`src/rtl/mat_pkg.sv`:
```
// Shared definitions for the matrix datapath: dimension, FSM state, index width,
// and the fixed-point shift-and-reduce (clamps when MAT_MUL_SAT_EN is defined).
package mat_pkg;
  localparam int N         = 5;
  localparam int NN        = N * N;
  localparam int IDX_W     = $clog2(NN);
  localparam int RC_W      = $clog2(N);
  localparam int MAX_DW    = 64;
  localparam int MAX_ACC_W = 2 * MAX_DW + 3;

  typedef enum logic [1:0] {
    ST_LOAD = 2'd0,
    ST_MAC  = 2'd1,
    ST_EMIT = 2'd2
  } state_t;

  // Arithmetic shift by frac, then reduce to dw bits; result is returned in the
  // low dw bits of a MAX_DW-wide word.
  function automatic logic [MAX_DW-1:0] shift_reduce(
    input logic signed [MAX_ACC_W-1:0] acc,
    input int                          frac,
    input int                          dw
  );
    logic [MAX_DW-1:0] mask;
`ifdef MAT_MUL_SAT_EN
    logic signed [MAX_ACC_W-1:0] sh;
    logic signed [MAX_ACC_W-1:0] one;
    logic signed [MAX_ACC_W-1:0] hi;
`endif
    mask = ~(MAX_DW'(0)) >> (MAX_DW - dw);
`ifdef MAT_MUL_SAT_EN
    one = MAX_ACC_W'(1);
    sh  = acc >>> frac;
    hi  = (one <<< (dw - 1)) - one;
    if (sh > hi)       sh = hi;
    else if (sh < ~hi) sh = ~hi;
    return MAX_DW'(sh) & mask;
`else
    return MAX_DW'(acc >>> frac) & mask;
`endif
  endfunction
endpackage

```
`src/rtl/mat_mac.sv`:
```
// Signed multiply-accumulate: full-width product added into a guard-bit accumulator.
module mat_mac
  import mat_pkg::*;
#(
  parameter int DW = 32,
  parameter int AW = 2 * DW + 3
) (
  input  logic                 clk,
  input  logic                 rst,
  input  logic                 clr,
  input  logic                 en,
  input  logic signed [DW-1:0] a,
  input  logic signed [DW-1:0] b,
  output logic signed [AW-1:0] acc,
  output logic signed [AW-1:0] sum
);
  logic signed [2*DW-1:0] prod;

  assign prod = a * b;
  assign sum  = acc + AW'(prod);

  always_ff @(posedge clk or posedge rst) begin
    if (rst)      acc <= '0;
    else if (clr) acc <= '0;
    else if (en)  acc <= sum;
  end
endmodule

```
`src/rtl/mat_mul_seq.sv`:
```
// Sequential 5x5 signed matrix multiply C = A x B with streaming load/emit.
// Define MAT_MUL_SAT_EN to clamp out-of-range results instead of wrapping.
module mat_mul_seq
  import mat_pkg::*;
#(
  parameter int DW        = 32,
  parameter int FRAC_BITS = 0
) (
  input  logic          clk,
  input  logic          rst,
  input  logic          in_valid,
  output logic          in_ready,
  input  logic [DW-1:0] a_data,
  input  logic [DW-1:0] b_data,
  output logic          out_valid,
  input  logic          out_ready,
  output logic [DW-1:0] c_data,
  output logic          out_last,
  output logic          busy
);
  localparam int AW = 2 * DW + 3;

  state_t            state;
  logic [IDX_W-1:0]  idx;
  logic [RC_W-1:0]   r, c, k;
  logic [DW-1:0]     a_bank [NN];
  logic [DW-1:0]     b_bank [NN];
  logic [IDX_W-1:0]  a_idx, b_idx;
  logic signed [AW-1:0] mac_acc, mac_sum;
  logic              at_last;

  assign a_idx   = IDX_W'(r) * IDX_W'(N) + IDX_W'(k);
  assign b_idx   = IDX_W'(k) * IDX_W'(N) + IDX_W'(c);
  assign at_last = (r == RC_W'(N - 1)) && (c == RC_W'(N - 1));
  assign busy    = !((state == ST_LOAD) && (idx == '0));

  // Operand banks hold no reset: they are fully rewritten by every LOAD.
  always_ff @(posedge clk) begin
    if (state == ST_LOAD && in_valid) begin
      a_bank[idx] <= a_data;
      b_bank[idx] <= b_data;
    end
  end

  mat_mac #(.DW(DW), .AW(AW)) u_mac (
    .clk (clk),
    .rst (rst),
    .clr (state != ST_MAC),
    .en  (state == ST_MAC),
    .a   (a_bank[a_idx]),
    .b   (b_bank[b_idx]),
    .acc (mac_acc),
    .sum (mac_sum)
  );

  always_ff @(posedge clk or posedge rst) begin
    if (rst) begin
      state     <= ST_LOAD;
      idx       <= '0;
      r         <= '0;
      c         <= '0;
      k         <= '0;
      in_ready  <= 1'b1;
      out_valid <= 1'b0;
      out_last  <= 1'b0;
      c_data    <= '0;
    end else begin
      case (state)
        ST_LOAD: begin
          if (in_valid) begin
            idx <= idx + IDX_W'(1);
            if (idx == IDX_W'(NN - 1)) begin
              state    <= ST_MAC;
              in_ready <= 1'b0;
              r        <= '0;
              c        <= '0;
              k        <= '0;
            end
          end
        end
        ST_MAC: begin
          k <= k + RC_W'(1);
          // Last term: mac_sum already includes A[r][4]*B[4][c].
          if (k == RC_W'(N - 1)) begin
            k         <= '0;
            c_data    <= DW'(shift_reduce(MAX_ACC_W'(mac_sum), FRAC_BITS, DW));
            out_valid <= 1'b1;
            out_last  <= at_last;
            state     <= ST_EMIT;
          end
        end
        ST_EMIT: begin
          if (out_ready) begin
            out_valid <= 1'b0;
            out_last  <= 1'b0;
            if (at_last) begin
              state    <= ST_LOAD;
              idx      <= '0;
              in_ready <= 1'b1;
              r        <= '0;
              c        <= '0;
            end else begin
              state <= ST_MAC;
              if (c == RC_W'(N - 1)) begin
                c <= '0;
                r <= r + RC_W'(1);
              end else begin
                c <= c + RC_W'(1);
              end
            end
          end
        end
        default: state <= ST_LOAD;
      endcase
    end
  end
endmodule

```
`config.mk`:
```
export PLATFORM = sky130hd
export DESIGN_NAME = mat_mul_seq
export DESIGN_NICKNAME = d
export VERILOG_FILES = /design/src/rtl/mat_pkg.sv /design/src/rtl/mat_mac.sv /design/src/rtl/mat_mul_seq.sv
export SDC_FILE = /design/constraint.sdc
export NUM_CORES = 2
export LEC_CHECK = 0
export ABC_CLOCK_PERIOD_IN_PS = 20400
export BUFFER_PORTS_ARGS = -buffer_cell sky130_fd_sc_hd__buf_2
export CAP_MARGIN = 10
export CORE_MARGIN = 2
export CORE_UTILIZATION = 60
export CTS_CLUSTER_DIAMETER = 50
export DETAILED_ROUTE_END_ITERATION = 7
export PLACE_DENSITY = 0.79
export SYNTH_ARGS = -nofsm -noshare
export SYNTH_HDL_FRONTEND = slang
export SYNTH_SLANG_ARGS = --single-unit
```
`constraint.sdc`:
```
create_clock -name clk -period 20.4 [get_ports clk]
set_input_delay 2.04 -clock clk [delete_from_list [all_inputs] [get_ports clk]]
set_output_delay 2.04 -clock clk [all_outputs]
set_load 0.05 [all_outputs]
```
==> flow_summary_export.csv <==
group,metric,value,unit
final_layout,area_delta_synth_final,9.92,%
critical_path,critical-path-max-stage-delay,1080,ps
critical_path,cp_max_fo,40,
sta,timing.final.crit_share,57.6,%
synth,synth_largest_type_area_fraction,58.6,%
critical_path,crit_path_arrival_time,12510,ps
synth,synth-edff-count,1600,
min_path,worst_hold_path_type,"reg -> reg",
synth,yosysSeqAreaShare,61.2,%
cts,clkSlewWorstSetupHoldPaths,60,ps
synth,synthesis.area,81900,sq um
sta,setup_ws,8650,ps
floorplan,design.portCount,104,
cts,clkLatencyLatePin,830,ps
cts,cts_tree,"yes",
floorplan,row_count,135,
cts,cts_made_buffers,167,
sta,timing.final.hold_violations,0,
final_layout,fin_util,66.5,%
cts,tritoncts_num_sinks,1683,
cts,cts.repair_timing.setup_buffer_count,0,
placed_design,placement.io_buffers,103,
synth,synth_cell_type_count,77,
critical_path,crit_top_cell,"ha_1",
placed_design,gp_congestion,0.930,
sta,slew_headroom,16.8,%
drt,post_drt_via_cell_ratio,6.48,
synth,syn_avg_cell_area,16.5,sq um
sta,slew_at_the_pin_closest_to_its_max_slew_limit,1240,ps
drt,first_pass_iters,6,
sta,final-max-slew-violation-count,0,
global_route,vias_in_the_first_global_route,48534,
critical_path,cp_data_required_time,21160,ps
synth,synth.area.top_cells,"edfxtp_1 (59%), fa_1 (11%), mux4_2 (11%)",
critical_path,critPathKind,"reg -> reg",
status,status,"complete, no violations",
cts,cts.root.buffer_cell,"clkbuf_16",
sta,fin_tns_setup,0,ps
global_route,pin_count_of_the_biggest_net_entering_global_routing,102,
floorplan,core,135000,sq um
critical_path,endpoint_kind,"flip-flop",
sta,grt_setup_unrepaired,"false",
global_route,antenna_found_initial,22,
critical_path,setup.worst_path.start_class,"flip-flop",
sta,finalSetupViolCount,0,
placed_design,pre_cts_ws,8960,ps
floorplan,die_height,374,um
drt,drtIter0Drc,6690,
global_route,grt.total_usage,31.7,%
drt,detail_route.drc_violations,0,
run,drv.max_cap_violation_count,0,
global_route,grt_pass1_wl,319000,um
drt,ant_nets,0,
critical_path,worst_path_max_delay_cell,"fa_4",
final_layout,post_route_cells_drive_above_1_share,19.4,%
floorplan,die_w,374,um
synth,synth.ff_latch_count,1683,
drt,avgRoutedWirePerCell,30.5,um
floorplan,die_area,140000,sq um
floorplan,initial_utilization,60.5,%
synth,postSynth.topFlopCell,"edfxtp_1",
global_route,globalRoute.totalOverflow,0,
critical_path,r2r_setup_slack,8650,ps
synth,syn-num-nets,5645,
synth,yosys.area.top_type,"edfxtp_1",
cts,hold_buffers,0,
synth,commonest_cells_post_synth,"edfxtp_1 (1600), inv_1 (548), fa_1 (440)",
final_layout,filler_cell_count,8651,
cts,cts_repair_resize_count,0,
synth,synth_async_sr_flop_share,4.93,%
final_layout,fin_nets,5811,
drt,routed_wl,215000,um
sta,timing.fmax,0.0851,GHz
synth,postSynthCellCount,4960,
cts,cts.path.max_buffers,3,
drt,dr_total_vias,45712,
placed_design,place_hpwl,118000,um
sta,skew,24.9,ps
synth,synth.yosys.warnings,0,
synth,yosysMostFrequentCell,"edfxtp_1",
cts,cts_htree_levels,4,
sta,final_period_minus_worst_setup_slack,11750,ps
-- worst max-delay path: cells and delay by family, from the launching register on --
kind | cells | cell delay [ps]
DFF | 1 | 470
AOI/OAI and AO/OA | 10 | 3300
and+or+nand+nor | 3 | 890
muxes | 2 | 600
buffers and inverters | 5 | 1460
adders and majority gates | 12 | 4910
-- placed cells by master, fill, tap and decap left out, types with 13 or more instances in the layout --
| cell | n |
|---|---|
| fa_1 | 438 |
| mux4_2 | 388 |
| buf_2 | 103 |
| clkinv_1 | 35 |
| and2_1 | 14 |
| ha_1 | 173 |
| mux2i_1 | 52 |
| nor2b_1 | 49 |
| o21ai_0 | 62 |
| edfxtp_1 | 1600 |
| clkbuf_1 | 36 |
| buf_4 | 124 |
| inv_1 | 547 |
| a311oi_1 | 13 |
| a21oi_1 | 72 |
| or2_2 | 74 |
| clkinv_2 | 20 |
| xor2_1 | 22 |
| a211oi_1 | 15 |
| nor2_4 | 25 |
| clkbuf_16 | 171 |
| nor2_1 | 325 |
| nand3_1 | 24 |
| nand2_1 | 392 |
| mux4_1 | 23 |
| xnor2_1 | 58 |
| nand2b_1 | 97 |
| dfrtp_1 | 82 |
| a21oi_2 | 14 |
-- state kept, by name, indices dropped and copies added (netlist names) --
name	flops
out_last	1
r	3
c	3
state	2
c_data	32
idx	5
in_ready	1
a_bank	800
b_bank	800
out_valid	1
k	3
u_mac.acc	32
-- layout make-up --
cell class              instances  area [sq um]  area share, %
diodes                          9          22.5         0.0250
clock buffers                 210          4460           4.95
clock inverters                94           880          0.977
inverters                     551          2070           2.30
multi-input cells            2494         28800           32.0
flip-flops and latches       1683         50100           55.7
well taps                    1781          2230           2.47
repair buffers                229          1490           1.65
-- worst paths after layout --
check,start,endpoint,cells past startpoint
min in group asynchronous,rst,u_mac.acc[21],2
worst min-delay path,c_data[17],c_data[17],2
worst min register to register,c_data[17],c_data[17],2
max in group asynchronous,rst,u_mac.acc[6],3
worst max register to register,r[2],c_data[28],32
worst max-delay path,r[2],c_data[28],32
-- metal layers --
layer / GRT usage [%] / routed length, um / vias up / share of wire, %
met1: 42.0 / 74100 / 23519 / 34
met5: 0 / 101 / - / 0.047
met4: 13.5 / 9750 / 16 / 4.5
met2: 50.4 / 104000 / 3264 / 48
met3: 8.24 / 27700 / 646 / 13
li1: - / - / 18267 / -
-- stage by stage --
| step | instances | cell area, sq um | hold slack, ps |
|---|---|---|---|
| 3_3_place_gp | 6738 | 84700 | 460 |
| 2_1_floorplan | 4960 | 81900 | 523 |
| 6_report | 7051 | 90100 | 472 |
| 4_1_cts | 7042 | 90000 | 478 |
| 5_1_grt | 7050 | 90000 | 496 |
| 3_5_place_dp | 6738 | 84700 | 466 |
-- cells by family after synthesis --
kind of cell	after synthesis	share of synthesized area [%]
mux	467	12.1
xor+xnor	91	1.08
compound gates	278	2.30
fa+ha+maj	617	13.5
flops	1683	61.2
simple gates	1041	5.66
buf+inv	783	4.23
Power is left out: the tool's default activity adds up to more than one toggle a clock period on the data nets, which glitch-free logic cannot reach.
